<file path="src/rtl/irq_prio_ctrl.sv">
// irq_prio_ctrl: sticky-pending interrupt controller with per-channel edge/level
// detection, enable masking, fixed lowest-index-wins priority and an
// assert/acknowledge handshake towards the CPU.
//
// state  | meaning
// -------+--------------------------------------------------------------
// IDLE   | no interrupt presented; picks the winner when a candidate exists
// ACTIVE | interrupt_o high, irq_id_o frozen until ack_i
// GAP    | one forced low cycle after an ack before re-arbitration
module irq_prio_ctrl #(
  parameter int                 NUM_IRQ   = 8,
  parameter int                 ID_W      = 3,
  parameter logic [NUM_IRQ-1:0] EDGE_MASK = '1
) (
  input  logic               pclk_i,
  input  logic               rst_n_i,
  input  logic [NUM_IRQ-1:0] irq_request_i,
  input  logic [NUM_IRQ-1:0] irq_enable_i,
  input  logic               ack_i,
  output logic               interrupt_o,
  output logic [ID_W-1:0]    irq_id_o,
  output logic [NUM_IRQ-1:0] status_o
);

  typedef enum logic [1:0] {
    IDLE   = 2'd0,
    ACTIVE = 2'd1,
    GAP    = 2'd2
  } state_t;

  state_t             state;
  logic [NUM_IRQ-1:0] req_q;
  logic [NUM_IRQ-1:0] status;
  logic [NUM_IRQ-1:0] event_vec;
  logic [NUM_IRQ-1:0] candidates;
  logic [NUM_IRQ-1:0] clr_vec;
  logic [NUM_IRQ-1:0] status_next;
  logic [ID_W-1:0]    winner;
  logic               any_cand;
  logic               ack_accept;
  logic               interrupt;
  logic [ID_W-1:0]    irq_id;

  // Edge channels fire on a 0->1 transition, level channels whenever high.
  assign event_vec  = irq_request_i & (~req_q | ~EDGE_MASK);
  assign candidates = status & irq_enable_i;
  assign any_cand   = |candidates;
  assign ack_accept = (state == ACTIVE) && ack_i;
  assign clr_vec    = ack_accept ? (NUM_IRQ'(1) << irq_id) : '0;
  // Set is OR-ed in after the clear so a same-cycle new event survives the ack.
  assign status_next = (status & ~clr_vec) | event_vec;

  // Fixed-priority pick: lowest set candidate index wins.
  always_comb begin
    logic found;
    found  = 1'b0;
    winner = '0;
    for (int i = 0; i < NUM_IRQ; i++) begin
      if (candidates[i] && !found) begin
        winner = ID_W'(i);
        found  = 1'b1;
      end
    end
  end

  // Request history, pending register and handshake FSM with registered outputs.
  always_ff @(posedge pclk_i) begin
    if (!rst_n_i) begin
      state     <= IDLE;
      req_q     <= '0;
      status    <= '0;
      interrupt <= 1'b0;
      irq_id    <= '0;
    end else begin
      req_q  <= irq_request_i;
      status <= status_next;
      case (state)
        IDLE: begin
          if (any_cand) begin
            irq_id    <= winner;
            interrupt <= 1'b1;
            state     <= ACTIVE;
          end
        end
        ACTIVE: begin
          if (ack_i) begin
            interrupt <= 1'b0;
            state     <= GAP;
          end
        end
        GAP: begin
          interrupt <= 1'b0;
          state     <= IDLE;
        end
        default: begin
          interrupt <= 1'b0;
          state     <= IDLE;
        end
      endcase
    end
  end

  assign interrupt_o = interrupt;
  assign irq_id_o    = irq_id;
  assign status_o    = status;

endmodule

</file>
<file path="config.mk">
export PLATFORM = sky130hd
export DESIGN_NAME = irq_prio_ctrl
export DESIGN_NICKNAME = d
export VERILOG_FILES = /design/src/rtl/irq_prio_ctrl.sv
export SDC_FILE = /design/constraint.sdc
export NUM_CORES = 1
export LEC_CHECK = 0
export ABC_AREA = 1
export CAP_MARGIN = 20
export CORE_MARGIN = 4
export CORE_UTILIZATION = 46
export CTS_CLUSTER_DIAMETER = 50
export CTS_CLUSTER_SIZE = 20
export DETAILED_ROUTE_END_ITERATION = 8
export PLACE_DENSITY = 0.87
export SLEW_MARGIN = 20
export SYNTH_ARGS = -nofsm -noshare
export SYNTH_HDL_FRONTEND = slang
export SYNTH_SLANG_ARGS = --single-unit
</file>
<file path="constraint.sdc">
create_clock -name pclk_i -period 2.7 [get_ports pclk_i]
set_input_delay 0.81 -clock pclk_i [delete_from_list [all_inputs] [get_ports pclk_i]]
set_output_delay 0.81 -clock pclk_i [all_outputs]
set_load 0.01 [all_outputs]
</file>
-- Word level (Yosys, flattened, before mapping)
Cells that the tools add are included.
Widths: inputs -> output; s select.
- eq/ne operators: 3
- shifts and indexed selects: 1
- muxes and demuxes: 21
- bitwise operators: 6
- reductions and logical operators: 19
- operators by type and width (cell ; count):
    $and 8x8->8 ; 3
    $not 8->8 ; 2
    $mux 3 ; 5
    $mux 1 ; 10
    $logic_and 1x1->1 ; 8
    $mux 8 ; 1
    $or 8x8->8 ; 1
    $reduce_or 8->1 ; 1
    $shl 1x3->8 const A ; 1
    $logic_not 1->1 ; 7
    $mux 2 ; 3
    $ne 2x2->1 const B ; 2
    $pmux 2 s2 ; 1
    $reduce_and 2->1 ; 2
    $eq 2x1->1 const B ; 1
    $logic_not 2->1 ; 1
    $pmux 1 s2 ; 1
- register bits after elaboration: 22
- output and inout port bits: 12
- logic and storage cells: 55

-- Depth between registers and ports, before layout
Gate-level depths: netlist (run 1).
- depth after elaboration: 23
- gate-level depth with buffers: 9
- depth with buffers taken out: 9

-- Worst setup path before layout (run 1)
Ideal clock, no wire load.
- kind: in2reg
- start: input port irq_enable_i[1]
- end: register irq_id[0], in the netlist irq_id_o[0]
- arrival time: 1.398 ns
- data required time: 2.578 ns
- path slack: 1.180 ns
- cell stages on the path: 8
- path buffers: 0
- cell sequence: nand2_2 > nand2_2 > nor2_4 > nand3_2 > nor2_2 > nor2_2 > nand2_1 > a21oi_2
- word-level cells in the longest chain between the ends: 21
- RTL lines (item ; RTL line ; text):
    start, declared ; 18 ; input logic [NUM_IRQ-1:0] irq_enable_i,
    $and 8x8->8 * ; 46 ; assign candidates = status & irq_enable_i;
    $logic_and 1x1->1 ; 59 ; if (candidates[i] && !found) begin
    $mux 1 ; 59 ;
    $logic_not 1->1 ; 59 ;
    $logic_and 1x1->1 ; 59 ;
    $mux 1 ; 59 ;
    $logic_not 1->1 ; 59 ;
    $logic_and 1x1->1 ; 59 ;
    (+5 left out) ; -- ;
    $logic_and 1x1->1 ; 59 ;
    $mux 1 ; 59 ;
    $logic_not 1->1 ; 59 ;
    $logic_and 1x1->1 ; 59 ;
    $mux 1 ; 59 ;
    $logic_not 1->1 ; 59 ;
    $logic_and 1x1->1 ; 59 ;
    $mux 3 ; 59 ;
    end signal, assigned ; 80 ; irq_id <= winner;
    end, declared ; 42 ; logic [ID_W-1:0] irq_id;
Every way passes the cells marked *; elsewhere a longest branch is shown, timed or not.
A chain may end at the register's enable or synchronous reset.

-- Final worst setup path (run 1)
- start: register irq_id[0], in the netlist irq_id_o[0]
- end: output port irq_id_o[0]
- RTL lines (item ; RTL line ; text):
    end, declared ; 21 ; output logic [ID_W-1:0] irq_id_o,
No word-level cell between the ends.

==> results_dict.tcl, run 1 <==
set metrics [dict create \
    min_period_over_period 0.824 \
    netlist_area_um2 882 \
    ctsLongestPathBuffers 2 \
    synth_unique_cells 18 \
    tns_ps 0 \
    cts_buffer_count 3 \
    globalRouteOverflowTotal 0 \
    grt_antenna_before_repair 0 \
    cts_tree "yes" \
    power.sequential.fraction 0.530 \
    h-tree-depth 1 \
    fp-row-count 15 \
    mostFrequentLayoutCells "clkdlybuf4s50_1, nand2_1, dfxtp_1" \
    drcViolationCount 0 \
    finalSetupViolations 0 \
    critPathCaptureType "output pin" \
    critical_path.n_buffers_inverters 1 \
    synth_net_count 134 \
    yosysSeqAreaShare 0.477 \
    worst-slew-pin-transition_ps 345 \
    dpl_cell_area_um2 1210 \
    timing.critical_path.cells "clkdlybuf4s50_1" \
    min_to "status_o[6]" \
    first_global_vias 888 \
    routabilityCongestion 0.851 \
    core_area_um2 1760 \
    clock-sinks 21 \
    post_syn_instances 115 \
    synth.ff_latch_count 21 \
    place.port_buffers 30 \
    power_switching_w 0.000212 \
    total_power_density_per_cell_area_nw_per_um2 570 \
    ir_worst_vdd_v 0.000324 \
    floorplan.die_area_um2 2680 \
    drt_first_pass_iters 4 \
    internal_power_w 0.000493 \
    root_buffer "clkbuf_4" \
    critical_path.top_delay_family "buffers and inverters" \
    relSlewSlack 0.769 \
    wl_per_cell_um 12.6 \
    final_hold_vios 0 \
    combPwrFrac 0.267 \
    synth.top_cell.area_share 0.477 \
    largest_cells_by_area_after_synthesis "dfxtp_1, nand2_1, inv_1" \
    synth_top_area_cell "dfxtp_1" \
    setup.reg_to_reg.worst_slack_ps 1470 \
    grt_pass1_wl_um 3640 \
    switching_share 0.301 \
    startpoint_of_the_tightest_hold_check_path "req_q[6]" \
    hold_path_depth 1 \
    path_class "flop to output pin" \
    leakage_nw 0.570 \
    synthFlopType "dfxtp_1" \
    drtIter0Drc 22 \
    routed_wirelength_um 2180 \
    finish.instance_area_um2 1240 \
    critical_path.max_stage_delay_ps 600 \
    routed_via_density 5.04 \
    hold_worst_slack_ps 437 \
    cp_max_fo 9 \
    postCtsResizedCells 0 \
    postSynthAreaPerCell_um2 7.67 \
    async_flop_share 0 \
    maxSlewViolCount 0 \
    n_antenna_cell 0 \
    initial_cell_density_of_the_core 0.500 \
    crit_path_launch_type "flop" \
    holdBufCountCts 0 \
    hold_path.class "flop to flop" \
    final_core_utilization 0.701 \
    timing.final.crit_period_ps 2230 \
    nets 168 \
    timing.reg2reg.worst_path_depth 9 \
    synth-edff-count 0 \
    detailroute.via_count 872 \
    critical_path.slowest_cell "clkdlybuf4s50_1" \
    r2r_end "irq_id_o[2]" \
    clk_latency_ps 290 \
    run_status "finished clean" \
    maxClockFrequency_mhz 449 \
    syn2layout_area_growth_pct 40.3 \
    post_cts.repair.setup_buffers 0 \
    dpl.hpwl_um 1750 \
    setup_repair_after_global_routing_missed_its_margin "no" \
    worst_clock_skew_ps 5.60 \
    floorplan.die.height_um 51.8 \
    final_layout_size_suffix_gt1_frac 0.122 \
    mostFrequentLayoutCell "clkdlybuf4s50_1" \
    clkPwrFrac 0.204 \
    yosysWarnings 0 \
    grt_max_degree 12 \
    drt.antenna.violating_nets 0 \
    track_usage 0.180 \
    r2r_start "status_o[3]" \
    crit_arrival_ps 1420 \
    chipWidth_um 51.8 \
    cp_data_required_time_ps 1890 \
    cts.clk_slew.worst_paths_ps 110 \
    floorplan.io_pins 31 \
    max_cap_viols 0 \
]
-- metrics by stage --
| step | total power (W) | cells | setup WS, ps |
|---|---|---|---|
| after floorplan | 0.000469 | 115 | 1180 |
| after global placement | 0.000561 | 169 | 645 |
| after detailed placement | 0.000567 | 169 | 578 |
| after CTS | 0.000708 | 173 | 478 |
| after global routing | 0.000743 | 173 | 418 |
| final | 0.000705 | 173 | 474 |
-- kinds of logic after synthesis --
kind of cell / count (synthesis) / synth area share
AND/OR/NAND/NOR: 55 / 0.312
AO/OA/AOI/OAI: 19 / 0.123
flip-flops: 21 / 0.477
buffers and inverters: 20 / 0.0879
-- cell type report --
cell class                 instances  area (um2)
fill                             145         527
sequential                        21         420
multi-input combinational         74         384
timing repair buffer              31         308
inverter                          18        67.6
tap                               25        31.3
clock buffer                       4        26.3
-- metal layers --
layer | GRT usage | up-vias | wire, um
met5 | 0 | - | 0
met4 | 0.0568 | 0 | 23
met3 | 0.0344 | 4 | 65
met2 | 0.311 | 15 | 1150
met1 | 0.225 | 406 | 945
li1 | - | 447 | -
-- power groups by stage --
stage | combinational [W] | sequential, W | clock, W
floorplan | 0.0000898 | 0.000380 | 0
global placement | 0.000182 | 0.000379 | 0
detailed placement | 0.000187 | 0.000380 | 0
CTS | 0.000189 | 0.000373 | 0.000147
global route | 0.000206 | 0.000377 | 0.000160
finish | 0.000188 | 0.000373 | 0.000144
-- flip-flops by register name, summed over array words and instances, names as in the netlist --
name      count
irq_id_o      3
req_q         8
status_o      8
state         2
-- synthesized netlist by cell type, types with 2 or more instances --
| cell | n |
|---|---|
| a21oi_1 | 4 |
| buf_2 | 2 |
| dfxtp_1 | 21 |
| inv_1 | 18 |
| nand2_1 | 24 |
| nand2_2 | 9 |
| nand3_1 | 9 |
| nor2_1 | 3 |
| nor2_2 | 2 |
| nor4_1 | 4 |
| o21ai_0 | 5 |
| o22ai_1 | 8 |
-- worst max-delay path by stage --
stage / startpoint / to / slack [ps] / cells after the start
floorplan: irq_enable_i[1] / irq_id_o[0] / 1180 / 8
global placement: irq_enable_i[5] / irq_id_o[2] / 640 / 10
detailed placement: irq_enable_i[5] / irq_id_o[2] / 580 / 10
CTS: irq_id_o[0] / irq_id_o[0] / 480 / 1
global route: irq_id_o[0] / irq_id_o[0] / 420 / 1
finish: irq_id_o[0] / irq_id_o[0] / 470 / 1
(Power assumes the default switching activity.)
==> inputs of run 2 (changes only) <==
CORE_UTILIZATION = 39   (was 46)
PLACE_DENSITY = 0.8   (was 0.87)
clock period = 2 ns   (was 2.7 ns; I/O delays follow)
==> run 2 against run 1 <==
Routed wire length increased by 0.60%. Sequential share of layout area increased by 0.13 points. Via count increased by 1.8%. Total power increased by 36%. Clock power increased by 39%. Die area increased by 15%. Sequential power increased by 36%.
==> results_dict.tcl, run 2 (synthesis gave the netlist of run 1 again) <==
set metrics [dict create \
    run_status "finished clean" \
    mostFrequentLayoutCells "clkdlybuf4s50_1, nand2_1, inv_1, dfxtp_1" \
    total_power_density_per_cell_area_nw_per_um2 770 \
    postCtsResizedCells 3 \
    relSlewSlack 0.765 \
    crit_path_launch_type "flop" \
    cp_max_fo 9 \
    cts_buffer_count 3 \
    dpl.hpwl_um 1730 \
    fp-row-count 16 \
    leakage_nw 0.571 \
    grt_max_degree 12 \
    hold_path.class "flop to flop" \
    setup_repair_after_global_routing_missed_its_margin "no" \
    drcViolationCount 0 \
    clk_latency_ps 290 \
    drt_first_pass_iters 4 \
    min_period_over_period 0.952 \
    track_usage 0.139 \
    drt.antenna.violating_nets 0 \
    fillerInstances 189 \
    core_area_um2 2060 \
    critPathCaptureType "output pin" \
    final_layout_size_suffix_gt1_frac 0.142 \
    floorplan.die.height_um 55.6 \
    maxClockFrequency_mhz 525 \
    nets 168 \
    critical_path.slowest_cell "clkdlybuf4s50_1" \
    place.port_buffers 30 \
    cts.clk_slew.worst_paths_ps 110 \
    crit_arrival_ps 1300 \
    globalRouteOverflowTotal 0 \
    chipWidth_um 55.6 \
    worst-slew-pin-transition_ps 351 \
    routabilityCongestion 0.791 \
    mostFrequentLayoutCell "clkdlybuf4s50_1" \
    h-tree-depth 1 \
    timing.critical_path.cells "clkdlybuf4s50_1" \
    final_hold_vios 0 \
    n_antenna_cell 0 \
    drtIter0Drc 17 \
    detailroute.via_count 888 \
    holdBufCountCts 0 \
    tns_ps 0 \
    routed_via_density 5.07 \
    setup.reg_to_reg.worst_slack_ps 790 \
    cp_launch_point "irq_id_o[0]" \
    cts_tree "yes" \
    finalSetupViolations 0 \
    worst_clock_skew_ps 1.37 \
    post_cts.repair.setup_buffers 0 \
    critical_path.max_stage_delay_ps 570 \
    floorplan.io_pins 31 \
    maxSlewViolCount 0 \
    ctsLongestPathBuffers 2 \
    critical_path.n_buffers_inverters 1 \
    r2r_start "state[0]" \
    floorplan.die_area_um2 3090 \
    wl_per_cell_um 12.5 \
    clock-sinks 21 \
    timing.final.crit_period_ps 1900 \
    path_class "flop to output pin" \
    ir_worst_vdd_v 0.000514 \
    startpoint_of_the_tightest_hold_check_path "req_q[5]" \
    max_cap_viols 0 \
    syn2layout_area_growth_pct 41.0 \
    critical_path.top_delay_family "buffers and inverters" \
    cp_data_required_time_ps 1400 \
    root_buffer "clkbuf_4" \
    hold_worst_slack_ps 432 \
    grt_antenna_before_repair 0 \
    routed_wirelength_um 2200 \
    initial_cell_density_of_the_core 0.428 \
    first_global_vias 770 \
    grt_pass1_wl_um 3480 \
]
## run 2: cell counts in the layout (fill, tap and decap cells not counted)
Identical to the previous run, type by type.
## run 2: layout make-up
class                           count  area (um2)  area share
Sequential cell                    21         424       0.341
Multi-Input combinational cell     74         384       0.309
Timing Repair Buffer               31         308       0.247
Inverter                           18        67.6      0.0543
Tap cell                           27        33.8      0.0272
Clock buffer                        4        26.3      0.0211
## run 2: where the power goes
part	internal, W	total (W)	switching, W
Sequential	0.000461	0.000507	0.0000465
Combinational	0.000130	0.000251	0.000121
Clock	0.0000775	0.000200	0.000122
## run 2: stage by stage
step                total power, W  setup WS, ps  instance area, um2  instances   util
floorplan                 0.000634           690                 882        115      -
global placement          0.000759           141                1210        171  0.589
detailed placement        0.000765           105                1210        171  0.589
CTS                       0.000967          87.5                1240        175  0.603
global route               0.00101          37.0                1240        175  0.603
finish                    0.000958          96.5                1240        175  0.603
## run 2: path summary, 6_finish.rpt
| kind | to | depth (start not counted) |
|---|---|---|
| setup / recovery | irq_id_o[0] | 1 |
| hold / removal | status_o[5] | 1 |
| setup reg to reg | status_o[4] | 3 |
| hold reg to reg | status_o[5] | 1 |
## run 2: layer usage
| layer | wire length [um] | global-route usage | up-vias |
|---|---|---|---|
| met5 | 0 | 0 | - |
| met4 | 21 | 0.0521 | 0 |
| met3 | 79 | 0.0326 | 2 |
| met2 | 1140 | 0.242 | 21 |
| met1 | 954 | 0.165 | 420 |
| li1 | - | - | 445 |
